File: src/rtl/mem_access_pkg.sv
// Shared types and codes for the memory access controller.
// Optional feature macro: MEM_MISALIGN_SPLIT_EN (two-beat misaligned access).
package mem_access_pkg;

  typedef enum logic [1:0] {
    IDLE,
    BEAT1,
    BEAT2,
    RESP
  } state_t;

  typedef enum logic [1:0] {
    SZ_BYTE,
    SZ_HALF,
    SZ_WORD
  } acc_size_t;

  localparam logic [1:0] MW_NONE = 2'b00;
  localparam logic [1:0] MW_WORD = 2'b01;
  localparam logic [1:0] MW_HALF = 2'b10;
  localparam logic [1:0] MW_BYTE = 2'b11;

  localparam logic [2:0] LD_LW  = 3'b000;
  localparam logic [2:0] LD_LH  = 3'b001;
  localparam logic [2:0] LD_LB  = 3'b010;
  localparam logic [2:0] LD_LBU = 3'b011;
  localparam logic [2:0] LD_LHU = 3'b100;

  localparam int BUS_TIMEOUT_DEF = 16;

  // Store size wins over load type; unknown load codes act as lw
  function automatic acc_size_t size_of(
    input logic [1:0] mw,
    input logic [2:0] sl
  );
    size_of = SZ_WORD;
    if (mw != MW_NONE) begin
      unique case (mw)
        MW_HALF: size_of = SZ_HALF;
        MW_BYTE: size_of = SZ_BYTE;
        default: size_of = SZ_WORD;
      endcase
    end else begin
      unique case (sl)
        LD_LH, LD_LHU: size_of = SZ_HALF;
        LD_LB, LD_LBU: size_of = SZ_BYTE;
        default:       size_of = SZ_WORD;
      endcase
    end
  endfunction

endpackage

File: src/rtl/mem_align.sv
// Lane mask, write data positioning and load extraction/extension.
// Purely combinational; shared by both beats of an access.
module mem_align
  import mem_access_pkg::*;
(
  input  acc_size_t   sz,
  input  logic [1:0]  lo,
  input  logic [31:0] wdata,
  output logic [7:0]  be64,
  output logic [63:0] wd64,
  output logic        split,
  input  logic [2:0]  lt,
  input  logic [1:0]  ld_lo,
  input  logic [63:0] rword,
  output logic [31:0] ldata
);

  logic [3:0]  mask;
  logic [31:0] w;

  always_comb begin
    mask = 4'b1111;
    unique case (sz)
      SZ_BYTE: mask = 4'b0001;
      SZ_HALF: mask = 4'b0011;
      default: mask = 4'b1111;
    endcase
    be64  = {4'b0000, mask} << lo;
    wd64  = {32'h0, wdata} << {lo, 3'b000};
    split = |be64[7:4];

    w = rword[{ld_lo, 3'b000} +: 32];
    unique case (lt)
      LD_LH:   ldata = {{16{w[15]}}, w[15:0]};
      LD_LHU:  ldata = {16'h0, w[15:0]};
      LD_LB:   ldata = {{24{w[7]}}, w[7:0]};
      LD_LBU:  ldata = {24'h0, w[7:0]};
      default: ldata = w;
    endcase
  end

endmodule

File: src/rtl/mem_access_ctrl.sv
// Core-to-bus load/store controller with per-beat bus timeout.
// Define MEM_MISALIGN_SPLIT_EN to split misaligned accesses into two beats.
module mem_access_ctrl
  import mem_access_pkg::*;
#(
  parameter int BUS_TIMEOUT = BUS_TIMEOUT_DEF
) (
  input  logic        clk,
  input  logic        reset,
  input  logic        req_valid,
  output logic        req_ready,
  input  logic        LoadOp,
  input  logic [1:0]  MemWrite,
  input  logic [2:0]  SizeLoad,
  input  logic [31:0] addr,
  input  logic [31:0] wdata,
  output logic        rsp_valid,
  output logic [31:0] rdata,
  output logic        fault,
  output logic        bus_req,
  output logic        bus_we,
  output logic [31:0] bus_addr,
  output logic [3:0]  bus_be,
  output logic [31:0] bus_wdata,
  input  logic        bus_ack,
  input  logic [31:0] bus_rdata
);

  localparam int TW = $clog2(BUS_TIMEOUT + 1);
  localparam logic [TW-1:0] TMAX = TW'(BUS_TIMEOUT - 1);

  state_t      state, state_n;
  logic [TW-1:0] timer, timer_n;
  logic        req_ready_n, rsp_valid_n, fault_n;
  logic [31:0] rdata_n;
  logic        bus_req_n, bus_we_n;
  logic [31:0] bus_addr_n, bus_wdata_n;
  logic [3:0]  bus_be_n;
  logic [3:0]  hi_be, hi_be_n;
  logic [31:0] hi_wd, hi_wd_n;
  logic        split_q, split_n;
  logic        ld_q, ld_n;
  logic [2:0]  lt_q, lt_n;
  logic [1:0]  lo_q, lo_n;
  logic [31:0] beat1_q, beat1_n;

  logic        is_st, is_ld, split;
  logic [7:0]  be64;
  logic [63:0] wd64, rword;
  logic [31:0] ldata;

  assign is_st = (MemWrite != MW_NONE);
  assign is_ld = !is_st && LoadOp;
  assign rword = (state == BEAT2) ? {bus_rdata, beat1_q}
                                  : {32'h0, bus_rdata};

  mem_align u_align (
    .sz    (size_of(MemWrite, SizeLoad)),
    .lo    (addr[1:0]),
    .wdata (wdata),
    .be64  (be64),
    .wd64  (wd64),
    .split (split),
    .lt    (lt_q),
    .ld_lo (lo_q),
    .rword (rword),
    .ldata (ldata)
  );

  always_comb begin
    state_n     = state;
    timer_n     = timer;
    rsp_valid_n = 1'b0;
    rdata_n     = rdata;
    fault_n     = fault;
    bus_req_n   = bus_req;
    bus_we_n    = bus_we;
    bus_addr_n  = bus_addr;
    bus_be_n    = bus_be;
    bus_wdata_n = bus_wdata;
    hi_be_n     = hi_be;
    hi_wd_n     = hi_wd;
    split_n     = split_q;
    ld_n        = ld_q;
    lt_n        = lt_q;
    lo_n        = lo_q;
    beat1_n     = beat1_q;
    unique case (state)
      IDLE: begin
        if (req_valid && req_ready) begin
          ld_n    = is_ld;
          lt_n    = SizeLoad;
          lo_n    = addr[1:0];
          split_n = split;
          if (!is_st && !is_ld) begin
            state_n     = RESP;
            rsp_valid_n = 1'b1;
            rdata_n     = 32'h0;
            fault_n     = 1'b0;
          end
`ifndef MEM_MISALIGN_SPLIT_EN
          else if (split) begin
            state_n     = RESP;
            rsp_valid_n = 1'b1;
            rdata_n     = 32'h0;
            fault_n     = 1'b1;
          end
`endif
          else begin
            state_n     = BEAT1;
            timer_n     = '0;
            bus_req_n   = 1'b1;
            bus_we_n    = is_st;
            bus_addr_n  = {addr[31:2], 2'b00};
            bus_be_n    = be64[3:0];
            bus_wdata_n = wd64[31:0];
            hi_be_n     = be64[7:4];
            hi_wd_n     = wd64[63:32];
          end
        end
      end
      BEAT1, BEAT2: begin
        if (bus_ack) begin
          timer_n = '0;
          if (state == BEAT1 && split_q) begin
            state_n     = BEAT2;
            beat1_n     = bus_rdata;
            bus_addr_n  = bus_addr + 32'd4;
            bus_be_n    = hi_be;
            bus_wdata_n = hi_wd;
          end else begin
            state_n     = RESP;
            rsp_valid_n = 1'b1;
            bus_req_n   = 1'b0;
            bus_we_n    = 1'b0;
            fault_n     = 1'b0;
            rdata_n     = ld_q ? ldata : 32'h0;
          end
        end else if (timer == TMAX) begin
          // give up on this beat and any beat still pending
          state_n     = RESP;
          rsp_valid_n = 1'b1;
          bus_req_n   = 1'b0;
          bus_we_n    = 1'b0;
          fault_n     = 1'b1;
          rdata_n     = 32'h0;
          timer_n     = '0;
        end else begin
          timer_n = timer + 1'b1;
        end
      end
      RESP:    state_n = IDLE;
      default: state_n = IDLE;
    endcase
    req_ready_n = (state_n == IDLE);
  end

  always_ff @(posedge clk) begin
    if (reset) begin
      state     <= IDLE;
      timer     <= '0;
      req_ready <= 1'b1;
      rsp_valid <= 1'b0;
      rdata     <= 32'h0;
      fault     <= 1'b0;
      bus_req   <= 1'b0;
      bus_we    <= 1'b0;
      bus_addr  <= 32'h0;
      bus_be    <= 4'h0;
      bus_wdata <= 32'h0;
      hi_be     <= 4'h0;
      hi_wd     <= 32'h0;
      split_q   <= 1'b0;
      ld_q      <= 1'b0;
      lt_q      <= 3'h0;
      lo_q      <= 2'h0;
      beat1_q   <= 32'h0;
    end else begin
      state     <= state_n;
      timer     <= timer_n;
      req_ready <= req_ready_n;
      rsp_valid <= rsp_valid_n;
      rdata     <= rdata_n;
      fault     <= fault_n;
      bus_req   <= bus_req_n;
      bus_we    <= bus_we_n;
      bus_addr  <= bus_addr_n;
      bus_be    <= bus_be_n;
      bus_wdata <= bus_wdata_n;
      hi_be     <= hi_be_n;
      hi_wd     <= hi_wd_n;
      split_q   <= split_n;
      ld_q      <= ld_n;
      lt_q      <= lt_n;
      lo_q      <= lo_n;
      beat1_q   <= beat1_n;
    end
  end

endmodule

File: config.mk
export PLATFORM = sky130hd
export DESIGN_NAME = mem_access_ctrl
export DESIGN_NICKNAME = d
export VERILOG_FILES = /design/src/rtl/mem_access_pkg.sv /design/src/rtl/mem_align.sv /design/src/rtl/mem_access_ctrl.sv
export SDC_FILE = /design/constraint.sdc
export NUM_CORES = 1
export LEC_CHECK = 0
export ABC_AREA = 1
export ABC_CLOCK_PERIOD_IN_PS = 2930
export CAP_MARGIN = 10
export CORE_UTILIZATION = 45
export DETAILED_ROUTE_END_ITERATION = 7
export PLACE_DENSITY = 0.72
export SYNTH_ARGS = -nofsm -noshare
export SYNTH_HDL_FRONTEND = slang
export SYNTH_SLANG_ARGS = --single-unit
File: constraint.sdc
create_clock -name clk -period 2.93 [get_ports clk]
set_clock_uncertainty 0.05 [all_clocks]
set_input_delay 0.586 -clock clk [delete_from_list [all_inputs] [get_ports clk]]
set_output_delay 0.586 -clock clk [all_outputs]
set_load 0.01 [all_outputs]
# Word level (Yosys, flattened, before mapping)
# Cells that the tools add are included.
# word_totals
mem_count	0
ramBits	0
rom_bits	0
out_inout_bits	105
wordCells	139
register_bits	187
latch_bits	0
input_bits	106
# op_classes
mux	69
mul	0
reduce_logical	22
order_cmp	0
bitwise	2
n_div	0
shifts	3
add_sub_neg	2
eq_ne	23
# op_table
operator	count
$mux 32	17
$pmux 32 s2	3
$pmux 32 s4	1
$mux 64	1
$shiftx 64x6->32	1
$shl 32x5->64	1
$add 32x3->32 const B	1
$mux 5	5
$mux 1	21
$mux 4	5
$pmux 4 s2	2
$eq 3x2->1 const B	4
$mux 2	6
$reduce_and 6->1	2
$ne 2x2->1 const B	5
$pmux 5 s2	1
$ne 3x3->1 const B	3
$eq 2x2->1 const B	4
$pmux 1 s2	4
$pmux 2 s2	2
$reduce_and 4->1	2
$shl 4x2->8	1
$eq 3x1->1 const B	2
$eq 3x3->1 const B	2
14 further kinds	25

# Longest topological paths before layout
# Gate-level depths: netlist of run 1.
# logic_depth
ltp_word	13
mapped_depth	15

# Modules after synthesis
# A second synthesis of run 1 with hierarchy kept.
# hier_totals
hier_cells	1922
area_unflattened_um2	11496.0
# by_module_without_submodules
mod	seq_area_each_um2	area_each_um2	cells_per_inst	n_inst
mem_access_ctrl	3703.6	9251.4	1432	1
mem_align	0.0	2244.7	490	1

# Least setup slack after synthesis of run 1
# No wires, ideal clock.
# synth_timing
path_kind	flip-flop to flip-flop
startpoint	register state[1]
endpoint	register bus_be[1]
t_required_ps	2767
stages_incl_launch_ff	12
t_arrival_ps	1747
path_slack_ps	1020
period_less_slack_ps	1910
n_path_buf	2
cell_sequence	dfxtp_1 -> inv_1 -> ha_1 -> inv_2 -> nor2_1 -> inv_2 -> nand2_1 -> nand4_2 -> buf_6 -> buf_4 -> nor2_1 -> nor2_1
# synth_between
elab_chain_cells	4
# synth_lines
item	line	text
from (decl)	mem_access_ctrl.sv:32	state_t state, state_n;
from (signal assigned)	mem_access_ctrl.sv:179	state <= state_n;
$eq 2x2->1 or $eq 2x1->1 (tied branches)	mem_access_ctrl.sv:88, mem_access_ctrl.sv:125	
$reduce_or 2->1 or $logic_and 1x1->1 (tied branches)	mem_access_ctrl.sv:88, mem_access_ctrl.sv:125	
$ne 2x2->1 (no line) or $reduce_bool 2->1 (tied branches)	n/a	
$reduce_and 6->1 (no line)	n/a	
to (signal assigned)	mem_access_ctrl.sv:188	bus_be <= bus_be_n;
to (decl)	mem_access_ctrl.sv:23	output logic [3:0] bus_be,
# Parallel ways exist; a longest one is shown, timed or not.
# A chain may end at the register's enable or synchronous reset.

# Final worst setup path of run 1
# layout_timing
startpoint	register state[0]
endpoint	register rdata[19]
# layout_between
elab_chain_cells	8
# layout_lines
item	line	text
$eq 2x2->1	mem_access_ctrl.sv:54, mem_access_ctrl.sv:88	
$mux 64	mem_access_ctrl.sv:54	assign rword = (state == BEAT2) ? {bus_rdata, beat1_q}
$shiftx 64x6->32	mem_align.sv:32	w = rword[{ld_lo, 3'b000} +: 32];
$pmux 32 s4	mem_align.sv:33	unique case (lt)
$mux 32	mem_access_ctrl.sv:137	rdata_n = ld_q ? ldata : 32'h0;
$mux 32	mem_access_ctrl.sv:125	if (state == BEAT1 && split_q) begin
$mux 32	mem_access_ctrl.sv:123	if (bus_ack) begin
$pmux 32 s2	mem_access_ctrl.sv:88	unique case (state)
to (signal assigned)	mem_access_ctrl.sv:183	rdata <= rdata_n;
to (decl)	mem_access_ctrl.sv:18	output logic [31:0] rdata,
# Parallel ways exist; a longest one is shown, timed or not. The select of a mux whose other input is x is not followed.

==> metrics.md, run 1 <==
| Metric | Value |
|---|---|
| Status | complete, no violations |
| Worst-Skew Late Latency | 0.45 ns |
| Count of cell types in the netlist | 38 |
| Post CTS Setup Buffer Count | 0 |
| Clock Root Buffer | clkbuf_16 |
| Final period util | 88.37% |
| Rows | 55 |
| Clk sinks | 176 |
| CP startpoint kind | flop |
| Post-CTS Resized | 0 |
| MaxCap Viol Count | 0 |
| Synth area leader | dfxtp_1 |
| Hold path depth | 2 |
| TritonCTS Buffers | 17 |
| Synth Register Bits | between 150 and 200 |
| Crit-path max FO | between 50 and 60 |
| RSZ-0062 raised after global routing | no |
| Slew Viols, Final | 0 |
| Power per cell area | roughly 820 mW/mm^2 |
| Number of DRC markers in iteration 0 | approximately 1200 |
| Layout cells sized above 1 | 4.628% |
| Fin crit period | 2.589 ns |
| Die Height | about 160 um |
| # DRC | 0 |
| Antenna violations before repair | 0 |
| Routed WL | 33630 um |
| Routed Antenna Nets | 0 |
| Syn Std Cell Area | 0.01056 mm^2 |
| Layout Nets | 2023 |
| Dpl ws | 0.1227 ns |
| Sequential fraction of the synthesis area | roughly 33% |
| Worst Setup Slack, final | 0.3409 ns |
| Leak Pwr | 0.006157 uW |
| CTS tree | done |
| Max Fclk | 0.3862 GHz |
| Final Setup Violations | 0 |
| Wirelength per Cell | about 15 um |
| All-Layer GR Usage | 28.11% |
| CTS max path bufs | 2 |
| Setup Total Neg Slack | 0 ns |
| Final Hold Viols | 0 |
| Vias in the first global route | 10520 |
| Worst Max-Slew Pin Slew | 1.131 ns |
| Via density | 5.199 |
| Pre-Repair DR Iteration Count | 6 |
| Cts-stage hold buffer count | 0 |
| Crit Path Class | flop to flop |
| Total I/O pin count | 211 |
| Worst vdd ir | 486.9 uV |
| Mapped Cells | 1756 |
| Initial Util | 46.23% |
| Area Overhead vs Synth | 27.17% |
| Yosys Warn Count | 0 |
| Largest net degree at the start of global routing | 66 |
| CP endpoint kind | flop |
| Min-Delay Path Class | flop to flop |
| H-tree depth | 4 |
| Syn avg cell area | ~6 um^2 |
| First-pass GRT wire length | 53830 um |
| Die area | 0.02409 mm^2 |
| Worst r2r path cells | 11 |
| Commonest non-fill, non-tap cells in the layout | nand2_1 (512), nor2_1 (255), clkdlybuf4s50_1 (207) |
| Data arrival time of the critical path | 2.92 ns |
| Leading cell type in the layout, fill and taps excluded | nand2_1 |
| Routability-driven placement congestion ratio | 0.9394 |
| Die X | 155.2 um |
| N_diodes | 0 |
| Synth top area share | 33.36% |
| Vias | around 12000 |
| Relative slew slack | 24.18% |
| Leading post-synthesis cells by cell area | dfxtp_1 (33%), nand2_1 (18%), nor2_1 (9.1%) |
| Worst-path clk slew | roughly 0.07 ns |
| HPWL after DPL | 24140 um |
| Buffers on Ports | 208 |
| Core ar. | 0.02285 mm^2 |
| Congestion Overflow GR | 0 |
| CP required | 3.26 ns |
kinds of logic (layout without fill, tap and decap cells):
| group | count (synthesis) | count (layout) | share of synthesized area [%] |
|---|---|---|---|
| and+or+nand+nor | 949 | 949 | 36.70 |
| xor gates and xnor gates | 18 | 18 | 1.493 |
| AOI/OAI and AO/OA | 279 | 279 | 14.18 |
| adders and majority gates | 6 | 6 | 0.7107 |
| other | 1 | 2 | 0.03550 |
| DFF | 176 | 176 | 33.36 |
| buffers and inverters | 313 | 479 | 12.20 |
| muxes | 14 | 14 | 1.327 |
layer usage:
layer | vias up | GRT usage, % | part of all wire, %
met3 | 72 | 5.153 | 7.7
li1 | 5863 | - | -
met2 | 486 | 44.79 | 45
met5 | - | 0 | 0
met4 | 0 | 10.36 | 2.9
met1 | 5205 | 37.86 | 44
worst paths after layout:
check	startpoint	to	slack (ns)
max	state[0]	rdata[19]	0.34
min	hi_be[0]	hi_be[0]	0.41
max reg2reg	state[0]	rdata[19]	0.34
min reg2reg	hi_be[0]	hi_be[0]	0.41
layout make-up:
type | instances | area (um^2)
clock inverter | 13 | 125.1
clock buffer | 18 | 439.2
timing repair buffer | 243 | 2415
inverter | 205 | 770.7
sequential | 176 | 3523
fill | 2248 | 9414
multi-input combinational | 1268 | 5768
tap | 313 | 391.6
power breakdown:
part	total [uW]	leakage [uW]	internal [uW]	switching, uW
logic	5260	0.00445	2140	3120
clock network	2250	0.000274	1200	1050
registers	3490	0.00144	3000	485
Yosys cell counts:
cell / instances
mux2i_1: 14
o31ai_1: 1
buf_4: 11
nor3_2: 2
nand4_1: 23
nor2_1: 256
dfxtp_1: 176
conb_1: 1
nor3_1: 24
buf_1: 10
inv_2: 8
nand4_2: 1
nor2_2: 1
nor2_4: 1
o21ai_1: 5
clkbuf_1: 54
xor2_1: 18
nand2_1: 512
o21a_1: 1
a211oi_1: 11
nand3_1: 119
a31oi_1: 10
nand2_2: 3
o21ai_0: 144
o221ai_1: 9
nor4_1: 1
buf_2: 27
nand3_4: 1
ha_1: 6
buf_6: 5
clkbuf_2: 1
inv_1: 192
clkinv_1: 5
nor3b_1: 2
nand3_2: 2
a21oi_1: 80
o22ai_1: 18
and2_1: 1
registers in the layout, indices dropped and copies added (netlist names), 2 cells and up:
name and count:
bus_be 4, timer 5, rdata 32, lt_q 3
bus_wdata 32, lo_q 2, hi_wd 24, beat1_q 32
state 2, bus_addr 30, hi_be 3
stage by stage:
step | area (um^2) | util (%) | total power [uW] | hold slack (ns) | instances
4_1_cts | 13430 | 58.80 | 11020 | 0.4094 | 2236
3_5_place_dp | 12870 | 56.33 | 8747 | 0.3972 | 2205
5_1_grt | 13430 | 58.80 | 11810 | 0.4277 | 2236
3_3_place_gp | 12870 | 56.33 | 8658 | 0.3894 | 2205
6_report | 13430 | 58.80 | 11000 | 0.4107 | 2236
2_1_floorplan | 10570 | - | 6711 | 0.3742 | 1757
critical path: stages (launching register included):
cell	delay (ns)
dfxtp_1	0.34
inv_1	0.10
ha_2	0.30
buf_4	0.49
nand2_1	0.35
o21ai_0	0.24
nand2_1	0.11
a21oi_1	0.15
nand2_1	0.10
nand4_1	0.12
nand2_1	0.08
nor2_1	0.10
Power figures use the tool's default switching activity.
==> run 2, diff against run 1 <==
--- a/config.mk
+++ b/config.mk
@@ -9,6 +9,7 @@
 export ABC_CLOCK_PERIOD_IN_PS = 2930
 export CAP_MARGIN = 10
 export CORE_UTILIZATION = 45
+export CTS_BUF_LIST = sky130_fd_sc_hd__clkbuf_8 sky130_fd_sc_hd__clkbuf_16
 export DETAILED_ROUTE_END_ITERATION = 7
 export PLACE_DENSITY = 0.72
 export SYNTH_ARGS = -nofsm -noshare
==> results of run 2 <==
Final layout, timing and power as in run 1 (identical DEF).
==> run 3, diff against run 2 <==
--- a/config.mk
+++ b/config.mk
@@ -12,6 +12,7 @@
 export CTS_BUF_LIST = sky130_fd_sc_hd__clkbuf_8 sky130_fd_sc_hd__clkbuf_16
 export DETAILED_ROUTE_END_ITERATION = 7
 export PLACE_DENSITY = 0.72
+export REMOVE_ABC_BUFFERS = 1
 export SYNTH_ARGS = -nofsm -noshare
 export SYNTH_HDL_FRONTEND = slang
 export SYNTH_SLANG_ARGS = --single-unit
==> run 3 against run 2 <==
  * Wire length is 4.9% lower
  * Power is 0.79% higher
  * Cell count is 0.31% higher
  * Core utilization is 0.26 points higher
  * Via count is 0.95% lower
  * Global-route usage is 1.4 points lower
  * Sequential power is 1% lower
  * Register-to-register slack better by 0.12 ns
  * Clock power is 4% higher
  * Cell area is 0.45% higher
  * Worst setup slack better by 0.12 ns
  * Critical path type unchanged
  * Highest routed layer unchanged
==> metrics.md, run 3 (same netlist as run 1, synthesis figures left out) <==
| Metric | Value |
|---|---|
| Total I/O pin count | 211 (unchanged) |
| Power per cell area | 821.8 mW/mm^2 (was 819.0 mW/mm^2) |
| Data arrival time of the critical path | 2.80 ns (was 2.92 ns) |
| Rows | 55 (unchanged) |
| Biggest regs | beat1_q (32), bus_wdata (32), rdata (32) (unchanged) |
| Post-Layout Cell Count | 2243 (was 2236) |
| Delay-heaviest family, CP | simple AND/OR/NAND/NOR gates (unchanged) |
| Worst Max-Slew Pin Slew | 1.202 ns (was 1.131 ns) |
| MaxCap Viol Count | 0 (unchanged) |
| Leak Pwr | 0.006196 uW (was 0.006157 uW) |
| Via density | 5.134 (was 5.199) |
| Congestion Overflow GR | 0 (unchanged) |
| CP endpoint kind | flop (unchanged) |
| Routed WL | 32000 um (was 33630 um) |
| Clk sinks | 176 (unchanged) |
| Routability-driven placement congestion ratio | 0.8959 (was 0.9394) |
| CTS tree | done (unchanged) |
| FF-to-FF Start | state[0] (unchanged) |
| Number of DRC markers in iteration 0 | 944 (was 1158) |
| Leading cell type in the layout, fill and taps excluded | nand2_1 (unchanged) |
| HPWL after DPL | 22890 um (was 24140 um) |
| CTS max path bufs | 2 (unchanged) |
| Relative slew slack | 19.42% (was 24.18%) |
| Final period util | 84.41% (was 88.37%) |
| Worst R2R End | rdata[19] (unchanged) |
| RSZ-0062 raised after global routing | no (unchanged) |
| R2r setup slk | 0.46 ns (was 0.34 ns) |
| Layout cells sized above 1 | 5.029% (was 4.628%) |
| Worst-path clk slew | 0.07 ns (about the same) |
| Vias in the first global route | 10520 (about the same) |
| Largest net degree at the start of global routing | 63 (was 66) |
| Antenna violations before repair | 1 (was 0) |
| Cts-stage hold buffer count | 0 (unchanged) |
| Hold path depth | 2 (unchanged) |
| Final Hold Viols | 0 (unchanged) |
| Total power | 11090 uW (was 11000 uW) |
| H-tree depth | 4 (unchanged) |
| Status | complete, no violations (unchanged) |
| Min-delay src | hi_be[1] (was hi_be[0]) |
| CP bufs+invs | 2 (unchanged) |
| Die Height | 155.2 um (unchanged) |
| # DRC | 0 (unchanged) |
| Die X | 155.2 um (unchanged) |
| Final Setup Violations | 0 (unchanged) |
| Crit-path max FO | 17 (was 54) |
| First-pass GRT wire length | 52140 um (was 53830 um) |
| CP max stage delay | 0.41 ns (was 0.49 ns) |
| Max Fclk | 0.4043 GHz (was 0.3862 GHz) |
| Area Overhead vs Synth | 27.74% (was 27.17%) |
| CP required | 3.25 ns (was 3.26 ns) |
| Pre-Repair DR Iteration Count | 6 (unchanged) |
| Die area | 0.02409 mm^2 (unchanged) |
| Worst r2r path cells | 13 (was 11) |
| Commonest non-fill, non-tap cells in the layout | nand2_1 (512), nor2_1 (255), clkdlybuf4s50_1 (206) (was nand2_1 (512), nor2_1 (255), clkdlybuf4s50_1 (207)) |
| Wirelength per Cell | 14.26 um (was 15.04 um) |
| Worst Hold End | hi_be[1] (was hi_be[0]) |
| Min-Delay Path Class | flop to flop (unchanged) |
| Post CTS Setup Buffer Count | 0 (unchanged) |
| Crit Path Class | flop to flop (unchanged) |
| All-Layer GR Usage | 26.74% (was 28.11%) |
| Placed cell count | 2210 (was 2205) |
| CP startpoint kind | flop (unchanged) |
| Fill cell count | 2268 (was 2248) |
| Core ar. | 0.02285 mm^2 (unchanged) |
| Crit-path slowest cell | dfxtp_1 (was buf_4) |
| Vias | 11520 (was 11630) |
| Clock Root Buffer | clkbuf_16 (unchanged) |
| Slew Viols, Final | 0 (unchanged) |
| Routed Antenna Nets | 0 (unchanged) |
| Initial Util | 46.23% (unchanged) |
| Buffers on Ports | 208 (unchanged) |
| Fin crit period | 2.473 ns (was 2.589 ns) |
| Worst-Skew Late Latency | 0.44 ns (was 0.45 ns) |
| TritonCTS Buffers | 17 (unchanged) |
| Worst path most repeated cell | nand2_1 (unchanged) |
| Chain of cells forming the critical path | inv_1 > ha_2 > inv_2 > nand2_1 > nand3_1 > nand2_1 > o21ai_1 > nand2_2 > nand3_2 > nand2_1 > nand4_1 > nand2_1 > nor2_1 (was inv_1 > ha_2 > buf_4 > nand2_1 > o21ai_0 > nand2_1 > a21oi_1 > nand2_1 > nand4_1 > nand2_1 > nor2_1) |
| Layout Nets | 2028 (was 2023) |
| Worst vdd ir | 463.2 uV (was 486.9 uV) |
| Post-CTS Resized | 0 (unchanged) |
## run 3: how the worst max path moves through the flow
stage / end / startpoint / slack, ns / cells past startpoint
2_1_floorplan: bus_addr[2] / state[1] / -2.36 / 9
3_3_place_gp: timer[1] / SizeLoad[2] / 0.33 / 13
3_5_place_dp: timer[1] / SizeLoad[2] / 0.24 / 13
4_1_cts: rdata[19] / state[0] / 0.48 / 13
5_1_grt: rdata[19] / state[0] / 0.21 / 13
6_report: rdata[19] / state[0] / 0.46 / 13
## run 3: worst min-delay path: cells and delay by family, from the launching register on
| kind | cells | cell delay [ns] |
|---|---|---|
| DFF | 1 | 0.30 |
| buffers and inverters | 1 | 0.06 |
| and+or+nand+nor | 1 | 0.05 |
## run 3: per-stage QoR
stage          setup WS, ns  hold slack [ns]  area [um^2]  TNS [ns]  utilization (%)
2_1_floorplan        -2.359           0.3718        10050   -207.70                -
3_3_place_gp         0.3281           0.3830        12900         0            56.48
3_5_place_dp         0.2427           0.3929        12900         0            56.48
4_1_cts              0.4793           0.4038        13490         0            59.05
5_1_grt              0.2082           0.4240        13490         0            59.06
6_report             0.4569           0.4032        13490         0            59.06
## run 3: area by class of cell
type	instances	area, um^2	share of cell area, %
antenna	1	2.502	0.01855
clock buffer	17	425.4	3.153
clock inverter	15	161.4	1.196
inverter	205	770.7	5.712
multi-input combinational	1268	5771	42.77
sequential	176	3523	26.11
tap	313	391.6	2.902
timing repair buffer	248	2447	18.14
## run 3: metal layers
layer | track usage [%] | routed length [um]
met5 | 0 | 0
met4 | 7.843 | 520
met3 | 4.123 | 2132
met2 | 44.14 | 14710
met1 | 36.03 | 14630
## run 3: report_power, final
part | leakage [uW] | internal (uW) | switching, uW
clock | 0.000288 | 1220 | 1120
sequential | 0.00144 | 3000 | 449
combinational | 0.00447 | 2180 | 3120
total | 0.00620 | 6400 | 4690
